File: config.mk
export PLATFORM = sky130hd
export DESIGN_NAME = pio_gpio_ctrl
export DESIGN_NICKNAME = d
export VERILOG_FILES = /design/src/rtl/pio_gpio_ctrl.sv
export SDC_FILE = /design/constraint.sdc
export NUM_CORES = 1
export LEC_CHECK = 0
export CAP_MARGIN = 20
export CORE_MARGIN = 3
export CORE_UTILIZATION = 38
export CTS_BUF_LIST = sky130_fd_sc_hd__clkbuf_4 sky130_fd_sc_hd__clkbuf_8
export CTS_CLUSTER_DIAMETER = 200
export DETAILED_ROUTE_END_ITERATION = 7
export PLACE_DENSITY = 0.62
export SLEW_MARGIN = 0
export SYNTH_ARGS = -nofsm -noshare
export SYNTH_HDL_FRONTEND = slang
export SYNTH_SLANG_ARGS = --single-unit
File: constraint.sdc
create_clock -name clk_clk -period 3.1 [get_ports clk_clk]
set_clock_uncertainty 0.15 [all_clocks]
set_input_delay 0.62 -clock clk_clk [delete_from_list [all_inputs] [get_ports clk_clk]]
set_output_delay 0.62 -clock clk_clk [all_outputs]
set_load 0.005 [all_outputs]
File: src/rtl/pio_gpio_ctrl.sv
// pio_gpio_ctrl: configurable Avalon-MM PIO slave.
// Inputs go through a synchroniser, an optional debouncer, start-up priming,
// edge capture and a maskable level interrupt. Outputs are driven by OUT_DATA
// with an optional per-bit hardware blink.
// Optional feature macro: PIO_GPIO_DEBOUNCE_EN (defined = per-bit debouncer
// present; undefined = debounced state follows the synchronised input).
module pio_gpio_ctrl #(
  parameter int          NUM_IN           = 4,
  parameter int          NUM_OUT          = 4,
  parameter int          DEBOUNCE_CYCLES  = 1000,
  parameter int          EDGE_MODE        = 2,
  parameter logic [31:0] BLINK_PERIOD_RST = 32'd50000000
) (
  input  logic               clk_clk,
  input  logic               reset_reset,
  input  logic [2:0]         avs_address,
  input  logic               avs_read,
  input  logic               avs_write,
  input  logic [31:0]        avs_writedata,
  output logic [31:0]        avs_readdata,
  output logic               irq,
  input  logic [NUM_IN-1:0]  pio_in,
  output logic [NUM_OUT-1:0] pio_out
);

  // Reject configurations outside the supported range at elaboration.
  if (NUM_IN < 1 || NUM_IN > 32 || NUM_OUT < 1 || NUM_OUT > 32 ||
      DEBOUNCE_CYCLES < 1 || EDGE_MODE < 0 || EDGE_MODE > 2) begin : gen_bad_param
    $error("pio_gpio_ctrl: parameter out of range");
  end

  logic [NUM_IN-1:0]  sync1_q, sync2_q;
  logic               arm_q, primed_q;
  logic               prime_load;
  logic [NUM_IN-1:0]  in_data;
  logic [NUM_IN-1:0]  in_dly_q;
  logic [NUM_IN-1:0]  edge_det;
  logic [NUM_IN-1:0]  irq_mask_q;
  logic [NUM_IN-1:0]  edge_cap_q, edge_cap_d;
  logic [NUM_OUT-1:0] out_data_q, blink_en_q, pio_out_q;
  logic [31:0]        blink_period_q, prescaler_q;
  logic               phase_q;
  logic [31:0]        rd_mux, readdata_q;
  logic               irq_q;

  logic wr_mask, wr_cap, wr_out, wr_blink, wr_period;
  assign wr_mask   = avs_write && (avs_address == 3'd1);
  assign wr_cap    = avs_write && (avs_address == 3'd2);
  assign wr_out    = avs_write && (avs_address == 3'd3);
  assign wr_blink  = avs_write && (avs_address == 3'd4);
  assign wr_period = avs_write && (avs_address == 3'd5);

  // Two-flop synchroniser; left unreset so it already tracks the pins when
  // reset releases, which is what priming relies on.
  always_ff @(posedge clk_clk) begin
    sync1_q <= pio_in;
    sync2_q <= sync1_q;
  end

  // Priming: arm on the first cycle after reset, load on the second.
  always_ff @(posedge clk_clk) begin
    if (reset_reset) begin
      arm_q    <= 1'b0;
      primed_q <= 1'b0;
    end else begin
      arm_q <= 1'b1;
      if (arm_q) primed_q <= 1'b1;
    end
  end
  assign prime_load = arm_q && !primed_q;

`ifdef PIO_GPIO_DEBOUNCE_EN
  localparam int CW = (DEBOUNCE_CYCLES > 1) ? $clog2(DEBOUNCE_CYCLES) : 1;
  localparam logic [CW-1:0] CNT_LAST = CW'(DEBOUNCE_CYCLES - 1);

  logic [NUM_IN-1:0] stable_q;
  logic [CW-1:0]     db_cnt_q [NUM_IN];

  // Per-bit debouncer: accept a change only after it has persisted.
  always_ff @(posedge clk_clk) begin
    if (reset_reset) begin
      stable_q <= '0;
      for (int i = 0; i < NUM_IN; i++) db_cnt_q[i] <= '0;
    end else if (prime_load) begin
      stable_q <= sync2_q;
      for (int i = 0; i < NUM_IN; i++) db_cnt_q[i] <= '0;
    end else if (primed_q) begin
      for (int i = 0; i < NUM_IN; i++) begin
        if (sync2_q[i] == stable_q[i]) begin
          db_cnt_q[i] <= '0;
        end else if (db_cnt_q[i] == CNT_LAST) begin
          stable_q[i] <= sync2_q[i];
          db_cnt_q[i] <= '0;
        end else begin
          db_cnt_q[i] <= db_cnt_q[i] + 1'b1;
        end
      end
    end
  end
  assign in_data = stable_q;
`else
  assign in_data = primed_q ? sync2_q : '0;
`endif

  // Delayed copy for edge detection; loaded together with priming so the
  // initial pin state never looks like an edge.
  always_ff @(posedge clk_clk) begin
    if (reset_reset)     in_dly_q <= '0;
    else if (prime_load) in_dly_q <= sync2_q;
    else                 in_dly_q <= in_data;
  end

  // Edge filter and capture update; a new edge beats a same-cycle clear.
  always_comb begin
    edge_det = '0;
    case (EDGE_MODE)
      0:       edge_det = in_data & ~in_dly_q;
      1:       edge_det = ~in_data & in_dly_q;
      default: edge_det = in_data ^ in_dly_q;
    endcase
    edge_cap_d = edge_cap_q;
    if (wr_cap) edge_cap_d = edge_cap_q & ~avs_writedata[NUM_IN-1:0];
    edge_cap_d = edge_cap_d | edge_det;
  end

  // Control/status registers.
  always_ff @(posedge clk_clk) begin
    if (reset_reset) begin
      irq_mask_q <= '0;
      edge_cap_q <= '0;
      out_data_q <= '0;
      blink_en_q <= '0;
    end else begin
      edge_cap_q <= edge_cap_d;
      if (wr_mask)  irq_mask_q <= avs_writedata[NUM_IN-1:0];
      if (wr_out)   out_data_q <= avs_writedata[NUM_OUT-1:0];
      if (wr_blink) blink_en_q <= avs_writedata[NUM_OUT-1:0];
    end
  end

  // Blink prescaler and phase; a period write restarts the pattern low.
  always_ff @(posedge clk_clk) begin
    if (reset_reset) begin
      blink_period_q <= BLINK_PERIOD_RST;
      prescaler_q    <= '0;
      phase_q        <= 1'b0;
    end else if (wr_period) begin
      blink_period_q <= (avs_writedata == 32'd0) ? 32'd1 : avs_writedata;
      prescaler_q    <= '0;
      phase_q        <= 1'b0;
    end else if (prescaler_q == blink_period_q - 32'd1) begin
      prescaler_q <= '0;
      phase_q     <= ~phase_q;
    end else begin
      prescaler_q <= prescaler_q + 32'd1;
    end
  end

  // Read mux; unused bits and addresses 6-7 read zero.
  always_comb begin
    rd_mux = '0;
    case (avs_address)
      3'd0: rd_mux[NUM_IN-1:0]  = in_data;
      3'd1: rd_mux[NUM_IN-1:0]  = irq_mask_q;
      3'd2: rd_mux[NUM_IN-1:0]  = edge_cap_q;
      3'd3: rd_mux[NUM_OUT-1:0] = out_data_q;
      3'd4: rd_mux[NUM_OUT-1:0] = blink_en_q;
      3'd5: rd_mux              = blink_period_q;
      default: rd_mux = '0;
    endcase
  end

  // Registered outputs: read data (held between reads), irq and pins.
  always_ff @(posedge clk_clk) begin
    if (reset_reset) begin
      readdata_q <= '0;
      irq_q      <= 1'b0;
      pio_out_q  <= '0;
    end else begin
      if (avs_read) readdata_q <= rd_mux;
      irq_q     <= |(edge_cap_q & irq_mask_q);
      pio_out_q <= out_data_q & (~blink_en_q | {NUM_OUT{phase_q}});
    end
  end

  assign avs_readdata = readdata_q;
  assign irq          = irq_q;
  assign pio_out      = pio_out_q;

endmodule

# After elaboration in Yosys (flattened, before gate mapping)
# Index checks and enable logic that the tools add are counted.
# op_classes
add_sub_neg,2
mul,0
n_div,0
n_lt_le_gt_ge,0
n_eq_ne,6
shift,0
muxes,7
bitwise,9
reduce_logical,12
# ops
cell,n
adder 32 x 1 -> 32 bit (second input constant),1
equality test 32 bit,1
zero test 32 bit,1
2-to-1 mux 32 bit,1
subtractor 32 x 1 -> 32 bit (second input constant),1
2-to-1 mux 28 bit,1
case mux 4 bit (6 select lines),1
AND 4 bit,3
2-to-1 mux 4 bit,3
NOT 4 bit,2
bitwise OR 4 bit,2
equality test 3 x 2 -> 1 bit (second input constant),2
equality test 3 bit (second input constant),2
logical AND 1 bit,6
OR reduction 4 bit,1
XOR 4 bit,1
equality test 3 x 1 -> 1 bit (second input constant),1
zero test 3 bit,1
OR reduction 3 bit,1
OR reduction 2 bit,1
zero test 1 bit,1
2-to-1 mux 1 bit,1
NOT 1 bit,1
# word_totals
regBits,132
latch_bits,0
ramBits,0
romBits,0
input_bits,43
output_inout_bits,37
wordCells,51
memories,0

# Logic depth before layout (Yosys ltp)
# depth
depth_word,4
mapped_depth,13
depth_no_buf,10

# Least setup slack after synthesis
# Ideal clock, no wire load.
# synth_path
kind,reg-to-reg
start,reg blink_period_q[17]
end,reg prescaler_q[10]
setup_time_ns,0.132
arrival_ns,2.771
required_time_ns,2.818
setup_slack_ns,0.047
path_stages_with_launch,11
n_path_buf,2
synth_period_minus_slack_ns,3.053
cell_sequence,dfxtp_1 -> buf_2 -> or4_4 -> or4_4 -> nor3_2 -> mux2_2 -> a31oi_1 -> nand4_1 -> nor3_2 -> buf_2 -> nor3_1
# synth_via
elab_chain_len,3
# synth_lines
item,line_no,text
start: declaration,41,"logic [31:0] blink_period_q, prescaler_q;"
start signal: assignment,148,blink_period_q <= (avs_writedata == 32'd0) ? 32'd1 : avs_writedata;
subtractor 32 x 1 -> 32 bit,151,end else if (prescaler_q == blink_period_q - 32'd1) begin
equality test 32 bit,151,
OR reduction 3 bit (no source line),-,
end signal: assignment,155,prescaler_q <= prescaler_q + 32'd1;
end: declaration,41,
# No other way between the ends.
# A chain may end at the register's enable or synchronous reset.

# Final worst setup path
# layout_path
start,reg blink_period_q[16]
end,reg prescaler_q[11]
# Same word-level chain as after synthesis.

==> metrics.md <==
| Metric | Value |
|---|---|
| CP Cell Sequence | or4_4 -> or4_4 -> nor3_4 -> mux2_4 -> a31oi_1 -> nand4_1 -> nor3_2 -> buf_12 -> nor3_1 |
| Pins Over Slew Limit | 0 |
| Die width | 134 um |
| Ant. Diodes | 0 |
| Most frequent cells in the layout | dfxtp_1, clkdlybuf4s50_1, nor2_1, nand2_1, buf_4 |
| Top Ports | 80 |
| H-tree levels | 4 |
| IO buf count | 79 |
| Worst path required time | 3280 ps |
| CP Max Fanout | 32 |
| Post-CTS Setup Bufs | 0 |
| Initial DRC count | 452 |
| Primary FF master, synth | dfxtp_1 |
| P&R area growth vs syn | 27.1% |
| Final TNS setup | 0 ps |
| Register area share after synthesis | 42.2% |
| Max Buffers Root-to-Sink | 2 |
| Die ar. | 18100 um^2 |
| Outcome | finished, final reports clean |
| First-pass GRT wire length | 28000 um |
| Root Driver | clkbuf_8 |
| Cell Pwr Density | 443 nW/um^2 |
| Tot GR Track Use | 19.5% |
| Synth Area in XOR/XNOR | 9.50% |
| Placed cell count | 1039 |
| Wirelength per Cell | 16.4 um |
| Max Cap Viol | 0 |
| Core area | 16000 um^2 |
| WHS Path Cells | 0 |
| Ratio of cells with drive above 1 in the final layout | 13.0% |
| Critical path's largest stage delay | 560 ps |
| Fillers | 1549 |
| Largest net degree at the start of global routing | 41 |
| Mean post-synth cell area | 8.49 um^2 |
| Post-Syn Nets | 783 |
| Post-Synth Adder-Cell Area | 0.399% |
| Mux cell area share after synthesis | 3.43% |
| Post-route minimum period | 3010 ps |
| Period Utilization, post-route | 97.0% |
| Initial antenna violation count | 0 |
| Vias in the first global route | 5402 |
| Commonest non-fill, non-tap cell in the layout | dfxtp_1 |
| Hold Crit Endpoint | sync2_q[0] |
| WS Path Type | reg -> reg |
| Finished Layout Cells | 1071 |
| FF-to-FF path depth | 9 |
| Post-synthesis compound-gate area fraction | 12.6% |
| FF/Latch Area | 2640 um^2 |
| Post-Place Setup Slack | 31.6 ps |
| Row cnt | 46 |
| Worst-margin pin slew | 499 ps |
| Initial Util | 39.2% |
| DR DRC count | 0 |
| Fmax | 332 MHz |
| R2R setup slack | 90 ps |
| Post-Route WL | 17600 um |
| DR vias/cell | 5.33 |
| RSZ-0062 raised after global routing | true |
| Relative slew slack | 65.9% |
| Final hold vios | 0 |
| Worst r2r src | blink_period_q[16] |
| WP data arrival | 3190 ps |
| Fin nets | 887 |
| Post-synth cell types | 55 |
| CP Launch Type | register |
| Post-synth EDFFs | 0 |
| Post-synth ARST share | 0% |
| Max stage delay cell, worst path | or4_4 |
| Critical hold path startpoint | sync1_q[0] |
| R2R Path End | prescaler_q[11] |
| Final worst slack | 92.3 ps |
| CTS tree | built |
| Detailed Routing Iterations Pass 1 | 5 |
| Die Y | 134 um |
| Largest family of logic cells by synthesized area | simple AND/OR/NAND/NOR gates |
| Simple-gate share of the synthesized area | 28.2% |
| Synth Instances | 738 |
| Mapped Area | 6270 um^2 |
| Final setup fails | 0 |
| Grt total ovfl | 0 |
| Clock Latency Late Sink | 460 ps |
| Final HPWL DP | 13200 um |
| Critical path endpoint category | register |
| Synth warn | 0 |
| RePlAce Congestion | 0.908 |
| Number of buffers created by CTS | 17 |
| CP dominant cell by count | or4_4 |
| Leak Pwr | 2.92 nW |
| Total number of vias | 5710 |
| CTS Sinks | 132 |
| Maximum vdd drop | 299 uV |
| Area of the multi-input gates | 3420 um^2 |
| HP Class | reg -> reg |
| FF+latch count, synth | 132 |
| Clock Pin Slew Worst Setup and Hold Paths | 90 ps |
| Detail Route Antenna Nets | 0 |
cell type report:
cell class                      instances  area share [%]
Multi-Input combinational cell        546            42.9
Clock inverter                         14            1.79
Clock buffer                           18            3.11
Inverter                               14           0.659
Sequential cell                       132            33.2
Timing Repair Buffer                  131            15.0
Tap cell                              216            3.39
how the worst max path moves through the flow:
stage | from | to | slack [ps]
floorplan | blink_period_q[17] | prescaler_q[10] | 50
global placement | blink_period_q[16] | phase_q | 80
detailed placement | blink_period_q[16] | prescaler_q[6] | 30
CTS | blink_period_q[16] | prescaler_q[10] | 30
global route | blink_period_q[1] | phase_q | -60
finish | blink_period_q[16] | prescaler_q[11] | 90
where the power goes:
part | switching [W] | internal (W) | total, W
Sequential | 0.0000345 | 0.00174 | 0.00177
Combinational | 0.000162 | 0.000155 | 0.000316
Clock | 0.000766 | 0.000678 | 0.00144
layer usage:
metal / GRT usage, % / up-vias / part of all wire, % / wire (um)
li1: - / 2820 / - / -
met3: 4.61 / 17 / 5.9 / 1040
met5: 0 / - / 0 / 0
met1: 28.1 / 2690 / 49 / 8630
met2: 29.2 / 183 / 44 / 7700
met4: 5.26 / 0 / 1.2 / 213
stage by stage:
step / util, % / cell area [um^2] / hold slack (ps) / power (W)
3_3_place_gp: 47.1 / 7540 / 163 / 0.00211
4_1_cts: 49.6 / 7940 / 178 / 0.00355
2_1_floorplan: - / 6270 / 160 / 0.00196
6_report: 49.8 / 7970 / 176 / 0.00353
5_1_grt: 49.8 / 7970 / 187 / 0.00365
3_5_place_dp: 47.2 / 7550 / 167 / 0.00212
synth_stat cells, types with 14 or more instances:
cell type    n  share of area [%]
o21ai_0     14                1.1
a21oi_1     43                3.4
nor2_1      77                4.6
a22o_1      17                2.4
nor4_1      18                1.8
xor2_1      30                4.2
mux2i_1     17                2.7
and3_1      17                1.7
dfxtp_1    132                 42
nand2_1     55                3.3
nand3_1     37                3.0
nor2b_1     32                3.2
xnor2_1     38                5.3
nor3_1      42                3.4
clkbuf_1    37                2.2
timing repair:
item                                    CTS  global route
gates resized for setup                   0             8
endpoints found under the setup margin    0            33
hold buffers                              0             0
worst max-delay path, delay by kind of cell (launching register included):
kind,cells,cell delay (ps)
AO/OA/AOI/OAI,1,160
buffers and inverters,1,220
flip-flops,1,310
multiplexers,1,310
AND/OR/NAND/NOR,6,1730
kinds of logic (layout without fill, tap and decap cells):
| group | Yosys count | after routing |
|---|---|---|
| xor+xnor | 68 | 68 |
| flops | 132 | 132 |
| mux | 21 | 21 |
| fa+ha+maj | 2 | 2 |
| simple gates | 336 | 336 |
| compound gates | 119 | 119 |
| buf+inv | 60 | 177 |
Power figures use the tool's default switching activity.
